File: src/rtl/fetch_ctrl.sv
// fetch_ctrl: PC generation, in-order imem request/response tracking, instruction buffer and redirect flush.
// Define FETCH_PERF_CNT_EN to build the perf_fetch_o/perf_redir_o counters (tied to zero otherwise).
module fetch_ctrl #(
    parameter int unsigned     XLEN       = 32,
    parameter logic [XLEN-1:0] RESET_PC   = '0,
    parameter int unsigned     FIFO_DEPTH = 2,
    parameter int unsigned     MAX_OUTST  = 2
) (
    input  logic            clk_i,
    input  logic            resetn_i,
    input  logic            branch_en_i,
    input  logic [XLEN-1:0] branch_target_i,
    output logic            imem_req_o,
    output logic [XLEN-1:0] imem_addr_o,
    input  logic            imem_rvalid_i,
    input  logic [XLEN-1:0] imem_rdata_i,
    output logic            instr_valid_o,
    output logic [XLEN-1:0] instr_o,
    output logic [XLEN-1:0] instr_pc_o,
    input  logic            instr_ready_i,
    output logic [31:0]     perf_fetch_o,
    output logic [31:0]     perf_redir_o
);

    localparam int unsigned      CNT_W     = $clog2(FIFO_DEPTH + 1);
    localparam int unsigned      PTR_W     = $clog2(FIFO_DEPTH);
    localparam int unsigned      PQ_W      = (MAX_OUTST > 1) ? $clog2(MAX_OUTST) : 1;
    localparam logic [CNT_W:0]   DEPTH_LIM = (CNT_W + 1)'(FIFO_DEPTH);
    localparam logic [CNT_W-1:0] OUTST_LIM = CNT_W'(MAX_OUTST);
    localparam logic [PQ_W-1:0]  PQ_LAST   = PQ_W'(MAX_OUTST - 1);

    logic [XLEN-1:0]  pc_q, pc_d;
    logic [CNT_W-1:0] outst_q, outst_d;
    logic [CNT_W-1:0] drop_q, drop_d;
    logic [CNT_W-1:0] count_q, count_d;
    logic [PQ_W-1:0]  pq_wr_q, pq_wr_d;
    logic [PQ_W-1:0]  pq_rd_q, pq_rd_d;
    logic [PTR_W-1:0] fifo_wr_q, fifo_wr_d;
    logic [PTR_W-1:0] fifo_rd_q, fifo_rd_d;

    logic [XLEN-1:0]  pq_mem_q     [MAX_OUTST];
    logic [XLEN-1:0]  fifo_instr_q [FIFO_DEPTH];
    logic [XLEN-1:0]  fifo_pc_q    [FIFO_DEPTH];

    logic [CNT_W:0]   occupancy;
    logic             head_valid;
    logic             req;
    logic             rsp;
    logic             rsp_drop;
    logic             rsp_keep;
    logic             pop;
    logic [1:0]       unused_tgt_lsb;

    function automatic logic [PQ_W-1:0] pq_next(input logic [PQ_W-1:0] ptr);
        return (ptr == PQ_LAST) ? '0 : ptr + 1'b1;
    endfunction

    // Requests are throttled so every in-flight response is guaranteed a free buffer slot.
    assign occupancy  = {1'b0, outst_q} + {1'b0, count_q};
    assign head_valid = (count_q != '0);
    assign req        = resetn_i && !branch_en_i && (occupancy < DEPTH_LIM) && (outst_q < OUTST_LIM);

    // A response with nothing outstanding belongs to a request issued before reset and is ignored.
    assign rsp        = imem_rvalid_i && (outst_q != '0);
    assign rsp_drop   = rsp && (branch_en_i || (drop_q != '0));
    assign rsp_keep   = rsp && !rsp_drop;
    assign pop        = head_valid && instr_ready_i && !branch_en_i;

    assign unused_tgt_lsb = branch_target_i[1:0];

    always_comb begin
        // NOTE: every _d takes its hold value first, so no path through this block can infer a latch.
        pc_d      = pc_q;
        outst_d   = outst_q;
        drop_d    = drop_q;
        count_d   = count_q;
        pq_wr_d   = pq_wr_q;
        pq_rd_d   = pq_rd_q;
        fifo_wr_d = fifo_wr_q;
        fifo_rd_d = fifo_rd_q;

        if (branch_en_i) begin
            pc_d = {branch_target_i[XLEN-1:2], 2'b00};
        end else if (req) begin
            pc_d = pc_q + XLEN'(4);
        end

        outst_d = outst_q + CNT_W'(req) - CNT_W'(rsp);

        // Every request still in flight after a redirect is wrong-path, including older dropped ones.
        if (branch_en_i) begin
            drop_d = outst_q - CNT_W'(rsp);
        end else if (rsp && (drop_q != '0)) begin
            drop_d = drop_q - 1'b1;
        end

        if (req) begin
            pq_wr_d = pq_next(pq_wr_q);
        end
        if (rsp) begin
            pq_rd_d = pq_next(pq_rd_q);
        end

        if (branch_en_i) begin
            count_d   = '0;
            fifo_rd_d = fifo_wr_q;
        end else begin
            count_d = count_q + CNT_W'(rsp_keep) - CNT_W'(pop);
            if (rsp_keep) begin
                fifo_wr_d = fifo_wr_q + 1'b1;
            end
            if (pop) begin
                fifo_rd_d = fifo_rd_q + 1'b1;
            end
        end
    end

    // NOTE: sequential state uses non-blocking assignments so all registers update from pre-edge values.
    always_ff @(posedge clk_i) begin
        if (!resetn_i) begin
            pc_q      <= RESET_PC;
            outst_q   <= '0;
            drop_q    <= '0;
            count_q   <= '0;
            pq_wr_q   <= '0;
            pq_rd_q   <= '0;
            fifo_wr_q <= '0;
            fifo_rd_q <= '0;
        end else begin
            pc_q      <= pc_d;
            outst_q   <= outst_d;
            drop_q    <= drop_d;
            count_q   <= count_d;
            pq_wr_q   <= pq_wr_d;
            pq_rd_q   <= pq_rd_d;
            fifo_wr_q <= fifo_wr_d;
            fifo_rd_q <= fifo_rd_d;
        end
    end

    // NOTE: storage arrays are not reset; the pointers and counts alone decide which entries are live.
    always_ff @(posedge clk_i) begin
        if (req) begin
            pq_mem_q[pq_wr_q] <= pc_q;
        end
        if (rsp_keep) begin
            fifo_instr_q[fifo_wr_q] <= imem_rdata_i;
            fifo_pc_q[fifo_wr_q]    <= pq_mem_q[pq_rd_q];
        end
    end

    assign imem_req_o    = req;
    assign imem_addr_o   = pc_q;
    assign instr_valid_o = head_valid;
    assign instr_o       = head_valid ? fifo_instr_q[fifo_rd_q] : '0;
    assign instr_pc_o    = head_valid ? fifo_pc_q[fifo_rd_q] : '0;

`ifdef FETCH_PERF_CNT_EN
    logic [31:0] perf_fetch_q;
    logic [31:0] perf_redir_q;

    always_ff @(posedge clk_i) begin
        if (!resetn_i) begin
            perf_fetch_q <= '0;
            perf_redir_q <= '0;
        end else begin
            if (pop) begin
                perf_fetch_q <= perf_fetch_q + 32'd1;
            end
            if (branch_en_i) begin
                perf_redir_q <= perf_redir_q + 32'd1;
            end
        end
    end

    assign perf_fetch_o = perf_fetch_q;
    assign perf_redir_o = perf_redir_q;
`else
    assign perf_fetch_o = '0;
    assign perf_redir_o = '0;
`endif

endmodule

File: config.mk
export PLATFORM = sky130hd
export DESIGN_NAME = fetch_ctrl
export DESIGN_NICKNAME = d
export VERILOG_FILES = /design/src/rtl/fetch_ctrl.sv
export SDC_FILE = /design/constraint.sdc
export NUM_CORES = 1
export LEC_CHECK = 0
export BUFFER_PORTS_ARGS = -buffer_cell sky130_fd_sc_hd__buf_2
export CORE_ASPECT_RATIO = 1.75
export CORE_MARGIN = 2
export CORE_UTILIZATION = 50
export DETAILED_ROUTE_END_ITERATION = 8
export GPL_TIMING_DRIVEN = 0
export PLACE_DENSITY = 0.81
export SLEW_MARGIN = 40
export SYNTH_ARGS = -nofsm -noshare
export SYNTH_HDL_FRONTEND = slang
export SYNTH_SLANG_ARGS = --single-unit
export TNS_END_PERCENT = 20
File: constraint.sdc
create_clock -name clk_i -period 10.2 [get_ports clk_i]
set_input_delay 0.51 -clock clk_i [delete_from_list [all_inputs] [get_ports clk_i]]
set_output_delay 0.51 -clock clk_i [all_outputs]
set_load 0.1 [all_outputs]
==> results by group, run 1 <==
Clocking
  • CTS tree: yes
  • Post-CTS Resized: 0
  • Clk root buf: clkbuf_16
  • Clock transition at path regs: 70 ps
  • Clock sink count: 226
  • Num CTS Buffers: 20
  • # Post-CTS Setup Buffers: 0
  • Worst-Skew Late Latency: 500 ps
  • Maximum buffer depth of the clock tree: 3
  • H-tree levels: 1
  • # hold bufs at CTS: 0

Drt
  • DR WL met2: 11.9 mm
  • Drt total wl: 21.5 mm
  • WL met1: 7.31 mm
  • Avg WL per Cell: 17.4 µm
  • Routed Antenna Nets: 0
  • Routed via count: 6446
  • Initial drt markers: 253
  • Drc violations: 0
  • DRT Pass-1 Iters: 5
  • Met3 WL post-DR: 1.28 mm
  • Highest routing layer actually used: met4
  • Post-DR vias/cell: 5.21

Yosys
  • Fraction of registers with async set/reset: 0
  • Unique cell type count in the Yosys netlist: 54
  • Sequential share of the synthesized area: 0.649
  • Synthesis Warnings: 0
  • Cells after Synth: 730
  • Most common flop cell mapped by yosys: edfxtp_1
  • Number of flops mapped to enable cells by yosys: 184
  • Synth Register Bits: 226
  • Mapped cell area: 9810 µm²
  • Syn avg cell area: 13.4 µm²

Timing
  • Slew Limit Headroom: 0.451
  • RSZ-0062 raised after global routing: false
  • F_max: 282 MHz
  • Fin crit share: 0.348
  • Endpoints failing setup: 0
  • Setup TNS: 0 ps
  • Final hold violations: 0
  • Min Tclk post-route: 3550 ps
  • Fin Clk Skew: 12.3 ps
  • Slew @ Worst Pin: 815 ps
  • Fin. max-slew vios: 0

Hold path
  • Worst hold start: imem_rdata_i[30]
  • Hold Crit Class: input port to flop

Placement
  • RePlAce Congestion: 0.940
  • IO Port Bufs: 159
  • DP Wirelength: 15.9 mm

Worst setup path
  • CP cell instances: and2_1 > fa_1 > nor3_4 > nand2_2 > inv_1 > buf_4 > buf_2
  • CP max stage cell: fa_1
  • Worst Path Required: 9690 ps
  • Critical path's largest stage delay: 490 ps
  • Crit path DAT: 3040 ps
  • Worst-path fanout max: 10
  • R2r startpoint: count_q[0]
  • Critical path class: flop to output pin
  • Crit path from: count_q[0]
  • R2R setup slack: 7140 ps
  • Worst setup EP type: output pin
  • Startpoint types: flop

Layout
  • Fill count: 1486
  • Share of cells above drive strength 1: 0.322
  • Commonest non-fill, non-tap cell in the layout: edfxtp_1
  • Commonest non-fill, non-tap cells in the layout: edfxtp_1 (184), buf_2 (172), nor2_1 (77), buf_4 (71), conb_1 (68)
  • Layout Utilization: 0.622
  • Final #Nets: 1058
  • N_diodes: 0
  • P&R area growth vs syn: 21.8%

Floorplanning
  • Die ar.: 20800 µm²
  • Die height: 189 µm
  • Initial core utilization: 0.511
  • Core Region: 19200 µm²
  • Row count: 67
  • Num ports: 231
  • Die Wd: 110 µm

Global routing
  • Gr ovfl total: 0
  • Initial antenna violation count: 0
  • Vias in the first global route: 6215
  • Pin count of the biggest net entering global routing: 36
  • Overall routing resource usage: 0.203
  • First-pass GRT wire length: 32.3 mm

Power and ir drop
  • Pwr Density: 210 nW/µm²
  • LEAKAGE: 4.75 nW
  • Peak supply drop: 0.000121 V
  • Tot Pwr: 2.51 mW

Flow run
  • Max Cap Viol: 0

Run status
  • Outcome: finished, final reports clean
synth_stat cells (6+ instances only):
cell      count  share of area
o311ai_0      7         0.0063
or4_1         8         0.0061
mux2_2       30          0.034
nand3_1      15         0.0077
inv_1        12         0.0046
and4_1        7         0.0063
o21ai_0      18         0.0092
a31oi_1      13         0.0083
and3_1        7         0.0045
o31ai_1       6         0.0046
edfxtp_1    184           0.56
dfxtp_1      42          0.086
o311a_1       6         0.0061
nand4_1       8         0.0051
nand2_1      36          0.014
buf_4        71          0.054
nor2_1       80          0.031
clkbuf_1     22         0.0084
buf_2        13         0.0066
xnor2_1       8         0.0071
mux2i_1      65          0.066
per-layer routing:
metal / vias to the layer above / GRT usage
met3: 52 / 0.0234
met4: 0 / 0.108
li1: 3082 / -
met1: 3051 / 0.214
met5: - / 0
met2: 261 / 0.380
cells by family after synthesis:
group / after synthesis / synth area share
DFF: 226 / 0.649
and+or+nand+nor: 194 / 0.0992
buffers and inverters: 119 / 0.0744
muxes: 95 / 0.101
AOI/OAI and AO/OA: 78 / 0.0579
xor gates and xnor gates: 11 / 0.00982
adders and majority gates: 6 / 0.00842
other: 1 / 0.000382
state kept, by name, indices dropped and copies added (netlist names), 2 cells and up, named ones only:
name	count
outst_q	2
fifo_instr_q	64
fifo_pc_q	60
count_q	2
imem_addr_o	30
drop_q	2
pq_mem_q	60
cell type report:
cell class	count	area (µm²)	area share
Clock buffer	30	588	0.0492
Timing Repair Buffer	164	901	0.0754
Tap cell	241	302	0.0252
Buffer	107	684	0.0573
Multi-Input combinational cell	452	2990	0.250
Sequential cell	226	6370	0.533
Inverter	12	45.0	0.00377
Clock inverter	6	77.6	0.00649
metrics by stage:
step / setup slack [ps] / std cells / hold WS, ps / cell area (µm²)
after floorplan: 5970 / 797 / 472 / 10100
after global placement: 4260 / 1197 / 487 / 11200
after detailed placement: 7140 / 1202 / 496 / 11300
after CTS: 6660 / 1238 / 172 / 11900
after global routing: 6560 / 1238 / 182 / 11900
final: 6650 / 1238 / 196 / 11900
where the power goes:
part | switching (mW) | leakage [nW] | total [mW] | internal, mW
clock network | 0.325 | 0.322 | 0.755 | 0.430
logic | 0.452 | 2.40 | 0.617 | 0.164
registers | 0.0422 | 2.03 | 1.14 | 1.10
worst max-delay path: cells and delay by family (launching register included):
| kind | cells | cell delay (ps) |
|---|---|---|
| buf+inv | 3 | 860 |
| simple gates | 3 | 760 |
| fa+ha+maj | 1 | 490 |
| flops | 1 | 410 |
final timing paths:
check,depth (start not counted),to
hold reg to reg,2,flop
setup / recovery,7,imem_req_o
hold / removal,1,fifo_instr_q[1][30]
setup reg to reg,7,pq_mem_q[0][28]
(Power assumes the default switching activity.)
==> run 2: changes to the inputs <==
==> constraint.sdc (replaced) <==
create_clock -name clk_i -period 3.55 [get_ports clk_i]
set_input_delay 0.1775 -clock clk_i [delete_from_list [all_inputs] [get_ports clk_i]]
set_output_delay 0.1775 -clock clk_i [all_outputs]
set_load 0.1 [all_outputs]
==> run 2 against run 1 <==
Effect of this change:
- clock skew is essentially flat
- register-to-register slack got worse by 6700 ps
- flip-flop and latch count stayed put
- count of clock-buffer cells in the layout shrank 1
- critical path depth is 1 lower
- utilization rose by 2.5 points
- sequential power grew to 2.9 times the previous value
- die area unchanged
- largest cell class unchanged
- cell area rose by 4.0%
- sequential share of layout area shrank 2.1 points
==> results by group, run 2 (synthesis gave the netlist of run 1 again) <==
Run status
  • Outcome: finished, final reports clean

Drt
  • Initial drt markers: 250
  • Drc violations: 0
  • Avg WL per Cell: 17.1 µm
  • DRT Pass-1 Iters: 5
  • Drt total wl: 22.0 mm
  • Post-DR vias/cell: 5.18
  • Routed Antenna Nets: 0
  • Routed via count: 6671

Clocking
  • Clock transition at path regs: 70 ps
  • H-tree levels: 1
  • CTS tree: yes
  • Maximum buffer depth of the clock tree: 3
  • Worst-Skew Late Latency: 490 ps
  • Num CTS Buffers: 20
  • # Post-CTS Setup Buffers: 0
  • Clk root buf: clkbuf_16
  • Clock sink count: 226
  • Post-CTS Resized: 0

Power and ir drop
  • Logic pwr share: 0.253
  • Pwr Density: 579 nW/µm²
  • Peak supply drop: 0.000341 V
  • LEAKAGE: 4.95 nW
  • Tot Pwr: 7.20 mW
  • Sw Ratio: 0.327
  • Switch Pwr: 2.35 mW
  • Clock Power Share: 0.292
  • Int Pwr: 4.85 mW
  • Sequential share of power: 0.455

Worst setup path
  • Startpoint types: flop
  • Worst-path fanout max: 10
  • Crit path DAT: 3020 ps
  • Critical path class: flop to output pin
  • Worst Path Required: 3370 ps
  • CP cell instances: fa_1 > nor3_4 > nand2_2 > inv_1 > buf_4 > buf_2
  • Buf+Inv Stages, Crit Path: 3
  • Largest delay contributor family on the critical path: buffers and inverters
  • Critical path's largest stage delay: 540 ps
  • CP max stage cell: dfxtp_1
  • Worst setup EP type: output pin

Timing
  • F_max: 312 MHz
  • Fin crit share: 0.902
  • Slew Limit Headroom: 0.473
  • Slew @ Worst Pin: 788 ps
  • Fin Clk Skew: 12.5 ps
  • RSZ-0062 raised after global routing: false
  • Min Tclk post-route: 3200 ps
  • Fin. max-slew vios: 0
  • Endpoints failing setup: 0
  • Final hold violations: 0

Global routing
  • Gr ovfl total: 0
  • First-pass GRT wire length: 32.7 mm
  • Vias in the first global route: 6523
  • Initial antenna violation count: 0
  • Overall routing resource usage: 0.206
  • Pin count of the biggest net entering global routing: 35

Floorplanning
  • Core Region: 19200 µm²
  • Die Wd: 110 µm
  • Die ar.: 20800 µm²
  • Num ports: 231
  • Row count: 67
  • Initial core utilization: 0.511
  • Die height: 189 µm

Layout
  • Largest Register: fifo_instr_q
  • Top Registers: fifo_instr_q x64, fifo_pc_q x60, pq_mem_q x60
  • Share of cells above drive strength 1: 0.306
  • Layout Utilization: 0.647
  • N_diodes: 0
  • Commonest non-fill, non-tap cell in the layout: edfxtp_1
  • Max reg flops: 64
  • Final #Nets: 1108
  • Commonest non-fill, non-tap cells in the layout: edfxtp_1 (184), buf_2 (172), nor2_1 (78), buf_4 (71), conb_1 (68)
  • P&R area growth vs syn: 26.7%

Flow run
  • Max Cap Viol: 0

Placement
  • RePlAce Congestion: 0.924
  • IO Port Bufs: 159
  • DP Wirelength: 15.7 mm

Hold path
  • Hold Crit Class: input port to flop
run 2: cell types whose count changed in the layout (fill, tap and decap cells not counted), sizes merged:
cell         delta
bufinv          -1
dlygate4sd3    +49
clkbuf          -1
buf             +1
clkinv          +2
run 2: worst paths after layout:
check | startpoint | end | slack [ps] | depth (start not counted)
min reg2reg | imem_addr_o[24] | pq_mem_q[1][24] | 520 | 0
min | branch_target_i[30] | imem_addr_o[30] | 20 | 4
max reg2reg | outst_q[1] | pq_mem_q[0][16] | 460 | 6
max | outst_q[1] | imem_req_o | 350 | 6
run 2: layer usage:
layer / GRT usage / part of all wire / up-vias
met5: 0 / 0 / -
met4: 0.114 / 0.053 / 0
met3: 0.0262 / 0.058 / 65
met2: 0.390 / 0.55 / 285
met1: 0.208 / 0.34 / 3140
li1: - / - / 3181
run 2: worst min-delay path, delay by kind of cell:
family / cells / cell delay (ps)
simple gates: 1 / 40
buf+inv: 1 / 80
compound gates: 2 / 190
run 2: power by group through the flow:
stage	Clock [mW]	Combinational, mW	Sequential, mW
after floorplan	0	1.24	3.48
after global placement	0	1.70	3.33
after detailed placement	0	1.77	3.33
after CTS	2.13	1.82	3.27
after global routing	2.22	1.92	3.29
final	2.10	1.82	3.28
run 2: cell type report:
class | count | area, µm²
Buffer | 107 | 684
Clock buffer | 29 | 597
Clock inverter | 7 | 48.8
Fill cell | 1454 | 6770
Inverter | 12 | 45.0
Multi-Input combinational cell | 452 | 2980
Sequential cell | 226 | 6370
Tap cell | 241 | 302
Timing Repair Buffer | 214 | 1400
run 2: repair_timing:
| item | in CTS | in global routing |
|---|---|---|
| endpoints found under the hold margin | 81 | 0 |
| endpoints found under the setup margin | 0 | 0 |
| hold buffers | 49 | 0 |
run 2: stage by stage:
stage / cell area (µm²) / instances / TNS, ps / hold WS, ps / setup WS, ps
3_3_place_gp: 11200 / 1197 / -107210 / 365 / -841
4_1_cts: 12400 / 1288 / 0 / 13.5 / 367
3_5_place_dp: 11300 / 1203 / 0 / 370 / 516
2_1_floorplan: 10100 / 797 / 0 / 276 / 246
5_1_grt: 12400 / 1288 / 0 / 42.7 / 242
6_report: 12400 / 1288 / 0 / 18.8 / 348
==> run 3: changes to the inputs <==
--- a/config.mk
+++ b/config.mk
@@ -5,14 +5,15 @@
 export SDC_FILE = /design/constraint.sdc
 export NUM_CORES = 1
 export LEC_CHECK = 0
+export ABC_AREA = 1
 export BUFFER_PORTS_ARGS = -buffer_cell sky130_fd_sc_hd__buf_2
 export CORE_ASPECT_RATIO = 1.75
 export CORE_MARGIN = 2
-export CORE_UTILIZATION = 50
+export CORE_UTILIZATION = 54
 export DETAILED_ROUTE_END_ITERATION = 8
 export GPL_TIMING_DRIVEN = 0
-export PLACE_DENSITY = 0.81
-export SLEW_MARGIN = 40
+export PLACE_DENSITY = 0.86
+export SLEW_MARGIN = 20
 export SYNTH_ARGS = -nofsm -noshare
 export SYNTH_HDL_FRONTEND = slang
 export SYNTH_SLANG_ARGS = --single-unit
==> run 3 against run 2 <==
Effect of this change:
- total power is 1.4% higher
- sequential power about the same
- fmax rose by 17%
- register-to-register slack better by 810 ps
- first-iteration DRC count is 41% higher
- critical path type unchanged
- cell count grew 15%
- cell area is 1.9% higher
==> results by group, run 3 <==
Clocking
  • Num CTS Buffers: 20
  • Clock sink count: 226
  • H-tree levels: 1
  • Clk root buf: clkbuf_16
  • Post-CTS Resized: 0
  • CTS tree: yes
  • # Post-CTS Setup Buffers: 0
  • Worst-Skew Late Latency: 490 ps
  • Clock transition at path regs: 70 ps
  • # hold bufs at CTS: 39
  • Maximum buffer depth of the clock tree: 3

Floorplanning
  • Row count: 66
  • Die ar.: 19800 µm²
  • Initial core utilization: 0.547
  • Die height: 185 µm
  • Core Region: 18400 µm²
  • Num ports: 231
  • Die Wd: 107 µm

Layout
  • Max reg flops: 64
  • Commonest non-fill, non-tap cell in the layout: nand2_1
  • Top Registers: fifo_instr_q x64, fifo_pc_q x60, pq_mem_q x60
  • Largest Register: fifo_instr_q
  • Final Instance Area: 12700 µm²
  • N_diodes: 0
  • Commonest non-fill, non-tap cells in the layout: nand2_1 (244), edfxtp_1 (184), buf_2 (163), a21oi_1 (86)
  • P&R area growth vs syn: 25.7%
  • Share of cells above drive strength 1: 0.279
  • Final #Nets: 1305

Worst setup path
  • Critical path class: flop to output pin
  • Worst setup EP type: output pin
  • Worst-path fanout max: 10
  • Worst Path Required: 3370 ps
  • Startpoint types: flop
  • Crit path DAT: 2560 ps

Run status
  • Outcome: finished, final reports clean

Timing
  • Endpoints failing setup: 0
  • Fin. max-slew vios: 0
  • Final hold violations: 0
  • Slew Limit Headroom: 0.504
  • F_max: 365 MHz
  • Slew @ Worst Pin: 744 ps
  • RSZ-0062 raised after global routing: false
  • Min Tclk post-route: 2740 ps
  • Fin Clk Skew: 10.3 ps
  • Fin crit share: 0.772

Power and ir drop
  • LEAKAGE: 5.22 nW
  • Tot Pwr: 7.30 mW
  • Pwr Density: 576 nW/µm²
  • Peak supply drop: 0.000360 V

Yosys
  • Synth Register Bits: 226
  • Synth top cells by count: nand2_1 (244), edfxtp_1 (184), a21oi_1 (86)
  • Most common flop cell mapped by yosys: edfxtp_1
  • Post-synth top area cell: edfxtp_1
  • Number of flops mapped to enable cells by yosys: 184
  • Largest cells by area after synthesis: edfxtp_1 (55%), nand2_1 (9.1%), dfxtp_1 (8.4%)
  • Fraction of registers with async set/reset: 0
  • Yosys top cell area share: 0.549
  • Sequential share of the synthesized area: 0.632
  • Cells after Synth: 937
  • Syn avg cell area: 10.7 µm²
  • Synthesis Warnings: 0
  • Mapped cell area: 10100 µm²
  • Unique cell type count in the Yosys netlist: 39
  • Most frequent cell after synthesis: nand2_1

Placement
  • DP Wirelength: 16.3 mm
  • RePlAce Congestion: 0.927
  • IO Port Bufs: 159
  • Post-Place Cell Area: 11600 µm²

Global routing
  • Overall routing resource usage: 0.226
  • Vias in the first global route: 7196
  • First-pass GRT wire length: 35.2 mm
  • Pin count of the biggest net entering global routing: 29
  • Gr ovfl total: 0
  • Initial antenna violation count: 0

Drt
  • Post-DR vias/cell: 4.95
  • DRT Pass-1 Iters: 5
  • Initial drt markers: 353
  • Drc violations: 0
  • Routed Antenna Nets: 0
  • Routed via count: 7340
  • Drt total wl: 22.7 mm
  • Avg WL per Cell: 15.3 µm

Flow run
  • Max Cap Viol: 0

Hold path
  • Hold Crit Class: input port to flop
-- run 3: changes by cell type after synthesis, moves of 10 or more --
cell and change:
nand2_1 +208, a21oi_1 +83, mux2i_1 -65, inv_1 +52, nor2_1 -28, o21ai_1 +20
nand3_1 +12, a21oi_2 +10
-- run 3: per-layer routing --
layer	vias to the layer above	track usage	share of wire
met3	72	0.0272	0.053
met4	0	0.113	0.046
met1	3394	0.228	0.34
met2	265	0.443	0.56
li1	3609	-	-
met5	-	0	0
-- run 3: layout make-up --
type / instances / area, µm²
clock buffer: 28 / 616
buffer: 103 / 686
tap: 238 / 298
timing repair buffer: 204 / 1320
multi-input combinational: 606 / 3030
fill: 1351 / 5760
inverter: 69 / 267
sequential: 226 / 6370
clock inverter: 8 / 72.6
-- run 3: per-stage QoR --
step	TNS, ps	utilization	hold WS, ps	std cells	setup WS (ps)
2_1_floorplan	-42320	-	276	1004	-341
3_3_place_gp	-206100	0.620	365	1401	-1670
3_5_place_dp	0	0.629	369	1407	1250
4_1_cts	0	0.687	6.80	1482	707
5_1_grt	0	0.687	32.4	1482	643
6_report	0	0.687	20.0	1482	809
-- run 3: kinds of logic (layout without fill, tap and decap cells) --
family / count (synthesis) / in the layout / share of synthesized area
flip-flops: 226 / 226 / 0.632
multiplexers: 30 / 30 / 0.0336
AND/OR/NAND/NOR: 354 / 354 / 0.149
other: 1 / 68 / 0.000372
AO/OA/AOI/OAI: 142 / 142 / 0.0767
adder cells (fa/ha/maj): 6 / 6 / 0.00820
buffers and inverters: 172 / 412 / 0.0946
XOR/XNOR: 6 / 6 / 0.00522
-- run 3: final timing paths --
kind                                    startpoint        endpoint  slack [ps]  cells after the start
worst max-delay path                    count_q[0]      imem_req_o         810                      8
worst min-delay path            branch_target_i[6]  imem_addr_o[6]          20                      5
worst max register to register          outst_q[1]      count_q[1]        1270                      8
worst min register to register             pq_rd_q         pq_rd_q         470                      1
-- run 3: worst max-delay path, stage by stage (launching register included) --
cell	delay, ps
dfxtp_1	370
nand2_1	70
inv_1	60
fa_1	440
nor2_4	140
nand2_4	140
inv_2	90
buf_2	270
buf_2	480
-- run 3: where the power goes --
group	internal (mW)	switching, mW	leakage (nW)
sequential	3.17	0.117	2.03
clock	1.30	0.921	0.343
combinational	0.450	1.34	2.85
